<file path="src/rtl/gate_pkg.sv">
// Shared types and constants for the garage gate controller.
package gate_pkg;

  // Controller phase: waiting for a request, or animating a movement.
  typedef enum logic [1:0] {
    ST_IDLE  = 2'b00,
    ST_ENTER = 2'b01,
    ST_EXIT  = 2'b10
  } state_e;

  // Gate animation codes driven on `moving`.
  localparam logic [1:0] MOV_NONE = 2'b00;
  localparam logic [1:0] MOV_IN   = 2'b01;
  localparam logic [1:0] MOV_OUT  = 2'b10;

  // Bit positions inside the `pressed` request vector.
  localparam int PRESS_EXIT  = 1;
  localparam int PRESS_ENTER = 0;

endpackage

</file>
<file path="src/rtl/gate_timer.sv">
// Loadable 8-bit down-counter that times one gate movement phase.
// `done` is high during the final cycle of a running phase (count == 0).
module gate_timer (
  input  logic       clk,
  input  logic       rst,
  input  logic       load,
  input  logic [7:0] load_val,
  output logic       done
);

  logic [7:0] count_r;
  logic       running_r;

  // Load on request, otherwise count down to zero and then stop.
  always_ff @(posedge clk or posedge rst) begin
    if (rst) begin
      count_r   <= 8'd0;
      running_r <= 1'b0;
    end else if (load) begin
      count_r   <= load_val;
      running_r <= 1'b1;
    end else if (running_r) begin
      if (count_r == 8'd0) begin
        running_r <= 1'b0;
      end else begin
        count_r <= count_r - 8'd1;
      end
    end else begin
      count_r   <= count_r;
      running_r <= running_r;
    end
  end

  assign done = running_r && (count_r == 8'd0);

endmodule

</file>
<file path="src/rtl/gate_ctrl.sv">
// Garage occupancy and gate-sequencing controller. Accepts one car movement
// at a time, animates it for GATE_TICKS cycles, then commits the count change.
module gate_ctrl
  import gate_pkg::*;
#(
  parameter int CAPACITY   = 9,
  parameter int GATE_TICKS = 50
) (
  input  logic       clk,
  input  logic       rst,
  input  logic [1:0] pressed,
  output logic [3:0] remain,
  output logic [1:0] moving,
  output logic       full,
  output logic       denied
);

  localparam logic [3:0] CAP_VAL  = 4'(CAPACITY);
  localparam logic [7:0] LOAD_VAL = 8'(GATE_TICKS - 1);

  state_e     state_r;
  state_e     state_next_s;
  logic [3:0] remain_r;
  logic [3:0] remain_next_s;
  logic [1:0] moving_r;
  logic [1:0] moving_next_s;
  logic       full_r;
  logic       denied_r;
  logic       denied_next_s;
  logic       load_s;
  logic       done_s;
  logic       enter_req_s;
  logic       exit_req_s;

  // A simultaneous enter+exit is a net-zero event, so only single requests count.
  assign enter_req_s = pressed[PRESS_ENTER] & ~pressed[PRESS_EXIT];
  assign exit_req_s  = pressed[PRESS_EXIT]  & ~pressed[PRESS_ENTER];

  gate_timer u_timer (
    .clk      (clk),
    .rst      (rst),
    .load     (load_s),
    .load_val (LOAD_VAL),
    .done     (done_s)
  );

  // Next-state, next-count and denial decision for the current cycle.
  always_comb begin
    state_next_s  = state_r;
    remain_next_s = remain_r;
    denied_next_s = 1'b0;
    load_s        = 1'b0;
    case (state_r)
      ST_IDLE: begin
        if (enter_req_s) begin
          if (remain_r != 4'd0) begin
            state_next_s = ST_ENTER;
            load_s       = 1'b1;
          end else begin
            denied_next_s = 1'b1;
          end
        end else if (exit_req_s) begin
          if (remain_r < CAP_VAL) begin
            state_next_s = ST_EXIT;
            load_s       = 1'b1;
          end else begin
            denied_next_s = 1'b1;
          end
        end else begin
          state_next_s = ST_IDLE;
        end
      end
      ST_ENTER: begin
        // Requests during a phase are dropped; only the timer matters here.
        if (done_s) begin
          remain_next_s = remain_r - 4'd1;
          state_next_s  = ST_IDLE;
        end else begin
          state_next_s = ST_ENTER;
        end
      end
      ST_EXIT: begin
        if (done_s) begin
          remain_next_s = remain_r + 4'd1;
          state_next_s  = ST_IDLE;
        end else begin
          state_next_s = ST_EXIT;
        end
      end
      default: begin
        state_next_s = ST_IDLE;
      end
    endcase
  end

  // Animation code follows the state being entered, so it lands on the same edge.
  always_comb begin
    moving_next_s = MOV_NONE;
    case (state_next_s)
      ST_ENTER: moving_next_s = MOV_IN;
      ST_EXIT:  moving_next_s = MOV_OUT;
      ST_IDLE:  moving_next_s = MOV_NONE;
      default:  moving_next_s = MOV_NONE;
    endcase
  end

  // State, count and all output flops; reset aborts any phase without commit.
  always_ff @(posedge clk or posedge rst) begin
    if (rst) begin
      state_r  <= ST_IDLE;
      remain_r <= CAP_VAL;
      moving_r <= MOV_NONE;
      full_r   <= 1'b0;
      denied_r <= 1'b0;
    end else begin
      state_r  <= state_next_s;
      remain_r <= remain_next_s;
      moving_r <= moving_next_s;
      full_r   <= (remain_next_s == 4'd0);
      denied_r <= denied_next_s;
    end
  end

  assign remain = remain_r;
  assign moving = moving_r;
  assign full   = full_r;
  assign denied = denied_r;

endmodule
</file>
<file path="config.mk">
export PLATFORM = sky130hd
export DESIGN_NAME = gate_ctrl
export DESIGN_NICKNAME = d
export VERILOG_FILES = /design/src/rtl/gate_pkg.sv /design/src/rtl/gate_timer.sv /design/src/rtl/gate_ctrl.sv
export SDC_FILE = /design/constraint.sdc
export NUM_CORES = 1
export LEC_CHECK = 0
export CORE_MARGIN = 2
export CORE_UTILIZATION = 59
export DETAILED_ROUTE_END_ITERATION = 8
export PLACE_DENSITY = 0.83
export SLEW_MARGIN = 20
export SYNTH_ARGS = -nofsm -noshare
export SYNTH_HDL_FRONTEND = slang
export SYNTH_SLANG_ARGS = --single-unit
</file>
<file path="constraint.sdc">
create_clock -name clk -period 3.95 [get_ports clk]
set_input_delay 1.185 -clock clk [delete_from_list [all_inputs] [get_ports clk]]
set_output_delay 1.185 -clock clk [all_outputs]
set_load 0.02 [all_outputs]
</file>
# == Word-level counts from Yosys, hierarchy flattened ==
# Cells that the tools add are included.
# totals
register_bits,19
inputBits,4
output_inout_bits,8
elab_cells,54
# classes
addsub,3
magnitude_cmp,1
n_eq_ne,5
muxes,27
n_bitwise,4
n_reduce_logical,7
# op_table
cell,count
$mux W8,3
$mux W1,14
$mux W2,5
$logic_not A8 Y1,1
$mux W4,2
$pmux W4 S2,1
$sub A8 B1 Y8 const B,1
$pmux W2 S3,1
$add A4 B1 Y4 const B,1
$eq A2 B1 Y1 const B,2
$eq A2 B2 Y1 const B,2
$logic_not A4 Y1,1
$lt A4 B4 Y1 const B,1
$pmux W2 S2,1
$reduce_bool A4 Y1,1
$sub A4 B1 Y4 const B,1
$and A1 B1 Y1,2
$logic_not A2 Y1,1
$ne A2 B2 Y1 const B,1
$not A1 Y1,2
$reduce_and A2 Y1,1
$reduce_bool A2 Y1,1
$logic_and A1 B1 Y1,1

# == Longest topological paths before layout ==
# Gate-level depths: netlist of the first run.
# logic_depth
ltp_word,7
depth_mapped,7
ltp_nobuf,7

# == By module ==
# Synthesis of the first run repeated with hierarchy kept, for this count alone.
# unflattened
hier_cells,144
hier_area_um2,1321.3
# modules_own_cells
module,instances,cells_per_inst,area_per_inst_um2,seq_area_each_um2
gate_ctrl,1,76,733.2,252.7
gate_timer,1,68,588.1,225.2

# == Least setup slack after synthesis of the first run ==
# Ideal clock, no wire load.
# synth_path
kind,input -> register
start,in pressed[1]
end,"reg moving_r[1], in the netlist moving[1]"
arrival_ns,1.971
required_time_ns,3.862
slack_ns,1.891
path_stages,5
n_path_buf,0
path_cell_list,nor2b_1 a31oi_1 o21ai_0 a22oi_1 nor3b_1
# synth_via
elab_chain_cells,6
word_cells_on_any_way,9
cone_classes,2 x eq/ne; 4 x mux; 3 x bitwise
# synth_lines
element,line,source
from (decl),gate_ctrl.sv:11,"input logic [1:0] pressed,"
$and A1 B1 Y1 or $not A1 Y1 (tied branches),"gate_ctrl.sv:37, gate_ctrl.sv:36",
$mux W2 or $and A1 B1 Y1 (tied branches),"gate_ctrl.sv:62, gate_ctrl.sv:36",
$mux W2 *,gate_ctrl.sv:55,if (enter_req_s) begin
$pmux W2 S3 *,gate_ctrl.sv:53,case (state_r)
$eq A2 B2 Y1 or $eq A2 B1 Y1 (tied branches),gate_ctrl.sv:99,case (state_next_s)
$pmux W2 S2 *,gate_ctrl.sv:99,
net moving_next_s[1],gate_ctrl.sv:26,logic [1:0] moving_next_s;
to (signal assigned),gate_ctrl.sv:118,moving_r <= moving_next_s;
to (decl),gate_ctrl.sv:25,logic [1:0] moving_r;
# The timed path passes the listed nets; every way through them passes the cells marked *.
# A chain may end at the register's enable or synchronous reset.

# == Worst setup path after layout of the first run ==
# layout_path
start,"reg remain_r[0], in the netlist remain[0]"
end,out remain[0]
# layout_rtl
element,line,source
from (decl),gate_ctrl.sv:23,logic [3:0] remain_r;
from (signal assigned),gate_ctrl.sv:117,remain_r <= remain_next_s;
to (decl),gate_ctrl.sv:12,"output logic [3:0] remain,"
# No word-level cell between the ends.

==> run_results.csv, run 1 <==
group,metric,value,unit
sta,slew_headroom,51.2,%
global_route,antenna_found_initial,0,
logic_synthesis,synthDistinctLibCells,37,
setup_path,worst_r2r_path_depth,7,
cts,cts_setup_buffers,0,
cts,cts.clk_slew.worst_paths,0.11,ns
finish,final.fill_count,146,
route,wl_per_cell,14.5,um
placed_design,numPortBuffers,11,
route,drtIter0Drc,14,
finish,area_delta_synth_final,14.8,%
sta,hold_violations,0,
setup_path,cp_top_family,"buffers and inverters",
setup_path,r2r_start,"u_timer.count_r[0]",
hold_path,hold_depth,2,
global_route,grt_pass1_wl,3660,um
sta,holdWs,0.583,ns
setup_path,reg2reg_slack,1.98,ns
global_route,grt.total_usage,22.7,%
sta,rsz0062_at_grt,"false",
finish,utilization,69.7,%
finish,drive_gt1_share,10.5,%
finish,nNetsFinal,146,
logic_synthesis,yosysTopAreaCellShare,36.8,%
setup_path,cp-start-kind,"register",
cts,clockBufferDepth,2,
die,fp.dieArea,2330,um^2
setup_path,critPathKind,"reg -> out",
setup_path,crit_path_end_kind,"output pin",
sta,fin_crit,2.70,ns
cts,clock-sinks,19,
die,die_x,48.2,um
setup_path,r2r-end,"full",
setup_path,crit_cells,1,
logic_synthesis,synth_edf_count,0,
sta,max_freq,371,MHz
sta,setup_ws,1.25,ns
finish,multi_input_area,639,um^2
logic_synthesis,syn_inst,118,
sta,fin_tns_setup,0,ns
sta,slew_viol_final,0,
die,floorplan.initialDensity,60.7,%
cts,htree_num_levels,1,
sta,skew,0.00331,ns
global_route,grt_pass1_vias,858,
cts,clk-insertion-delay-late,0.29,ns
logic_synthesis,async_flop_share,100,%
cts,cts_hold_buf,0,
setup_path,cp.arrival,1.51,ns
cts,numCtsBuffers,3,
die,core,1900,um^2
route,ant_nets,0,
logic_synthesis,synth_seq_cells,19,
logic_synthesis,yosysWarningCount,0,
route,drc,0,
die,ios,12,
placed_design,dp_slack,1.20,ns
power,p_leak,0.000555,uW
placed_design,dpl.hpwl,1850,um
sta,finalCritPeriodShare,68.3,%
route,via_count,916,
finish,diodes,0,
sta,tightestPinTransition,0.731,ns
cts,cts_resized,0,
logic_synthesis,synth_fp_nets,130,
die,die_height,48.2,um
hold_path,hold_path.class,"reg -> reg",
logic_synthesis,synth_common_cells,"dfrtp_1 (17), nor2_1 (11), inv_1 (10), ha_1 (8), o21ai_0 (8)",
logic_synthesis,avgSynthCellArea,9.79,um^2
die,rows,16,
logic_synthesis,ys.flop_type,"dfrtp_1",
setup_path,cp_max_fo,7,
logic_synthesis,yosys.area.top_type,"dfrtp_1",
job,drv_cap,0,
setup_path,worst-path-buf-inv,1,
cts,cts_tree,"done",
global_route,grt.overflow.total,0,
global_route,grt_max_degree,20,
cts,clock-root-buffer,"clkbuf_4",
placed_design,gp_congestion,0.870,
setup_path,cp_cell_sequence,"clkdlybuf4s50_1",
setup_path,crit_path_end,"remain[0]",
logic_synthesis,synthTopCellsByArea,"dfrtp_1 (37%), ha_1 (8.7%), dfstp_2 (4.6%)",
route,drtPass1Iterations,4,
route,wirelength,2320,um
finish,seqCellArea,478,um^2
run_status,status,"complete, no violations",
setup_path,crit_path_top_delay_cell,"clkdlybuf4s50_1",
power,powerDensity,589,nW/um^2
logic_synthesis,synth_area,1150,um^2
setup_path,critical_path_required,2.76,ns
logic_synthesis,synth.most_common_cell,"dfrtp_1",
logic_synthesis,ys_seq_area_share,41.4,%
setup_path,critical-path-max-stage-delay,0.62,ns
setup_path,startpoint,"remain[0]",
route,vias_per_cell,5.73,
sta,finalSetupViolations,0,
power,ir_drop,0.385,mV
[routing by layer]
metal	wire length [um]	track usage [%]	share of wire (%)
met5	0	0	0
met4	29	8.11	1.2
met3	71	3.33	3.1
met2	1210	41.3	52
met1	1020	26.9	44
[state kept, by name (all words and copies together) (netlist names)]
signal / cells
u_timer.count_r: 8
denied: 1
u_timer.running_r: 1
full: 1
state_r: 2
remain: 4
moving: 2
[where the power goes]
group | internal, uW | switching [uW] | total [uW] | leakage [uW]
logic | 156 | 190 | 346 | 0.000315
clock network | 37.7 | 59.3 | 97.0 | 0.0000177
registers | 257 | 81.5 | 338 | 0.000222
total | 450 | 331 | 781 | 0.000555
[layout make-up]
cell class | instances | share of cell area [%]
Inverter | 10 | 2.83
Tap cell | 27 | 2.55
Timing Repair Buffer | 11 | 8.30
Sequential cell | 19 | 36.0
Clock buffer | 3 | 1.70
Multi-Input combinational cell | 89 | 48.2
Clock inverter | 1 | 0.377
[layout by cell type (no fill, tap or decap), drive strengths merged, types with 2 or more instances in the layout]
master	count
or3	2
xor2	3
ha	8
a21boi	3
clkdlybuf4s50	11
nand2	7
nor2b	4
dfstp	2
dfrtp	17
o21ai	10
nor2	11
xnor2	4
nor3b	2
o21a	2
a22oi	3
nand3	6
clkbuf	3
nand2b	2
o31ai	2
nor4	4
a21oi	3
inv	10
a31oi	2
[worst min-delay path, cell delays in order (launching register included)]
cell      delay, ns
dfstp_2        0.41
nand3_1        0.06
a21boi_0       0.08
[per-stage QoR]
step | instance area (um^2) | total power [uW] | std cells
6_report | 1330 | 781 | 160
5_1_grt | 1330 | 847 | 160
4_1_cts | 1330 | 789 | 160
3_5_place_dp | 1300 | 689 | 156
3_3_place_gp | 1300 | 663 | 156
2_1_floorplan | 1150 | 587 | 118
[worst min-delay path by stage]
| stage | startpoint | to | slack [ns] |
|---|---|---|---|
| floorplan | u_timer.count_r[7] | u_timer.count_r[7] | 0.52 |
| global placement | u_timer.count_r[7] | u_timer.count_r[7] | 0.54 |
| detailed placement | u_timer.count_r[7] | u_timer.count_r[7] | 0.56 |
| CTS | u_timer.count_r[7] | u_timer.count_r[7] | 0.59 |
| global route | remain[3] | denied | 0.63 |
| finish | remain[3] | denied | 0.58 |
[logic make-up after synthesis]
kind of cell | count (synthesis) | synth area share [%]
XOR/XNOR | 7 | 5.31
buffers and inverters | 10 | 3.25
AO/OA/AOI/OAI | 31 | 19.1
flip-flops | 19 | 41.4
AND/OR/NAND/NOR | 43 | 22.3
adder cells (fa/ha/maj) | 8 | 8.67
Power figures use the tool's default switching activity.
==> run 2, diff against run 1 <==
--- a/config.mk
+++ b/config.mk
@@ -6,9 +6,9 @@
 export NUM_CORES = 1
 export LEC_CHECK = 0
 export CORE_MARGIN = 2
-export CORE_UTILIZATION = 59
+export CORE_UTILIZATION = 50
 export DETAILED_ROUTE_END_ITERATION = 8
-export PLACE_DENSITY = 0.83
+export PLACE_DENSITY = 0.74
 export SLEW_MARGIN = 20
 export SYNTH_ARGS = -nofsm -noshare
 export SYNTH_HDL_FRONTEND = slang
==> constraint.sdc (replaced) <==
create_clock -name clk -period 2.4 [get_ports clk]
set_input_delay 0.72 -clock clk [delete_from_list [all_inputs] [get_ports clk]]
set_output_delay 0.72 -clock clk [all_outputs]
set_load 0.02 [all_outputs]
==> run 2 against run 1 <==
Net effect: register-to-register slack worse by 1.6 ns; clock skew is 0.0017 ns higher; routed wire length is 1.3% lower; total power is 64% higher; sequential power is 65% higher; sequential share of layout area is 0.24 points lower; global-route usage is 3.2 points lower; hold slack worse by 0.017 ns; highest routed layer unchanged.
==> run_results.csv, run 2 (synthesized netlist as in run 1, its figures left out) <==
group,metric,value,unit
run_status,status,"complete, no violations",
global_route,grt_pass1_vias,854,
setup_path,r2r_start,"u_timer.count_r[0]",
setup_path,worst_r2r_path_depth,7,
cts,cts.clk_slew.worst_paths,0.11,ns
setup_path,crit_cells,1,
sta,tightestPinTransition,0.556,ns
sta,finalSetupViolations,0,
die,fp.dieArea,2710,um^2
placed_design,numPortBuffers,11,
placed_design,gp_congestion,0.798,
global_route,grt_pass1_wl,3860,um
job,drv_cap,0,
setup_path,reg2reg_slack,0.41,ns
route,drc,0,
finish,nNetsFinal,147,
power,powerDensity,962,nW/um^2
die,ios,12,
sta,rsz0062_at_grt,"false",
setup_path,worst-path-buf-inv,1,
global_route,grt_max_degree,20,
route,wl_per_cell,14.1,um
sta,finalCritPeriodShare,92.9,%
route,drtIter0Drc,27,
setup_path,startpoint,"remain[0]",
cts,cts_setup_buffers,0,
sta,skew,0.00497,ns
cts,clk-insertion-delay-late,0.30,ns
finish,diodes,0,
sta,hold_violations,0,
finish,utilization,60.9,%
die,core,2190,um^2
placed_design,dpl.hpwl,1740,um
hold_path,hold_path.class,"reg -> reg",
cts,htree_num_levels,1,
cts,cts_hold_buf,0,
die,die_height,52.1,um
sta,slew_viol_final,0,
global_route,grt.total_usage,19.6,%
cts,cts_tree,"done",
cts,numCtsBuffers,3,
cts,clock-sinks,19,
route,vias_per_cell,5.68,
die,rows,17,
setup_path,crit_path_end,"remain[0]",
setup_path,crit_path_end_kind,"output pin",
finish,final_cell_mix,"dfrtp_1 (17), nor2_1 (11), clkdlybuf4s50_1 (11)",
route,drtPass1Iterations,4,
finish,largest_reg_flops,8,
hold_path,holdCritStartpoint,"remain[3]",
global_route,grt.overflow.total,0,
sta,fin_tns_setup,0,ns
setup_path,crit_path_top_delay_cell,"clkdlybuf4s50_1",
power,ir_drop,0.549,mV
die,die_x,52.1,um
global_route,antenna_found_initial,0,
finish,top_register,"u_timer.count_r",
finish,mostFrequentLayoutCell,"dfrtp_1",
setup_path,critPathKind,"reg -> out",
die,floorplan.initialDensity,52.7,%
setup_path,critical_path_required,1.68,ns
cts,clockBufferDepth,2,
finish,drive_gt1_share,11.2,%
power,p_leak,0.000560,uW
setup_path,cp_top_family,"buffers and inverters",
cts,clock-root-buffer,"clkbuf_4",
setup_path,critical-path-max-stage-delay,0.62,ns
setup_path,r2r-end,"full",
sta,slew_headroom,62.5,%
route,via_count,920,
route,wirelength,2290,um
setup_path,cp-start-kind,"register",
setup_path,cp_cell_sequence,"clkdlybuf4s50_1",
finish,area_delta_synth_final,15.6,%
setup_path,cp.arrival,1.51,ns
route,ant_nets,0,
setup_path,cp_max_fo,7,
cts,cts_resized,0,
sta,max_freq,448,MHz
sta,fin_crit,2.23,ns
==> run 2: metal layers <==
metal / wire length [um] / track usage, %
met5: 0 / 0
met2: 1110 / 30.2
met1: 1090 / 26.7
met3: 59 / 2.30
met4: 27 / 10.5
==> run 2: worst min path at each step <==
stage / slack (ns) / depth (start not counted) / end
floorplan: 0.52 / 2 / u_timer.count_r[7]
global placement: 0.54 / 2 / u_timer.count_r[7]
detailed placement: 0.55 / 2 / denied
CTS: 0.57 / 2 / denied
global route: 0.60 / 2 / denied
finish: 0.57 / 2 / denied
==> run 2: per-stage QoR <==
step | std cells | area [um^2] | total power [uW] | hold WS [ns] | setup slack [ns]
finish | 162 | 1340 | 1280 | 0.566 | 0.169
global route | 162 | 1340 | 1410 | 0.603 | 0.0899
CTS | 162 | 1340 | 1290 | 0.571 | 0.151
detailed placement | 158 | 1310 | 1130 | 0.554 | 0.164
global placement | 158 | 1310 | 1090 | 0.541 | 0.224
floorplan | 118 | 1150 | 965 | 0.517 | 0.620
==> run 2: report_power, final <==
| group | leakage, uW | switching (uW) | total, uW | internal, uW |
|---|---|---|---|---|
| combinational | 0.000320 | 306 | 564 | 258 |
| clock | 0.0000177 | 99.5 | 162 | 62.1 |
| sequential | 0.000222 | 136 | 558 | 423 |
| total | 0.000560 | 541 | 1280 | 743 |
==> run 2: cell type report <==
class                   count  area (um^2)
flip-flops and latches     19          478
well taps                  28         35.0
clock inverters             1         5.00
inverters                  10         37.5
clock buffers               3         22.5
fillers                   195          856
repair buffers             12          118
multi-input cells          89          639
==> run 2: tightest hold or removal path, delay by kind of cell, from the launching register on <==
kind	cells	cell delay, ns
AND/OR/NAND/NOR	1	0.06
flip-flops	1	0.40
AO/OA/AOI/OAI	1	0.07
==> run 3, diff against run 2 <==
--- a/config.mk
+++ b/config.mk
@@ -5,10 +5,13 @@
 export SDC_FILE = /design/constraint.sdc
 export NUM_CORES = 1
 export LEC_CHECK = 0
+export CAP_MARGIN = 40
 export CORE_MARGIN = 2
 export CORE_UTILIZATION = 50
 export DETAILED_ROUTE_END_ITERATION = 8
+export HOLD_SLACK_MARGIN = 0.15
 export PLACE_DENSITY = 0.74
+export REMOVE_ABC_BUFFERS = 1
 export SLEW_MARGIN = 20
 export SYNTH_ARGS = -nofsm -noshare
 export SYNTH_HDL_FRONTEND = slang
==> results of run 3 <==
Same layout as run 2: the final DEF is identical, and so are final timing and power.
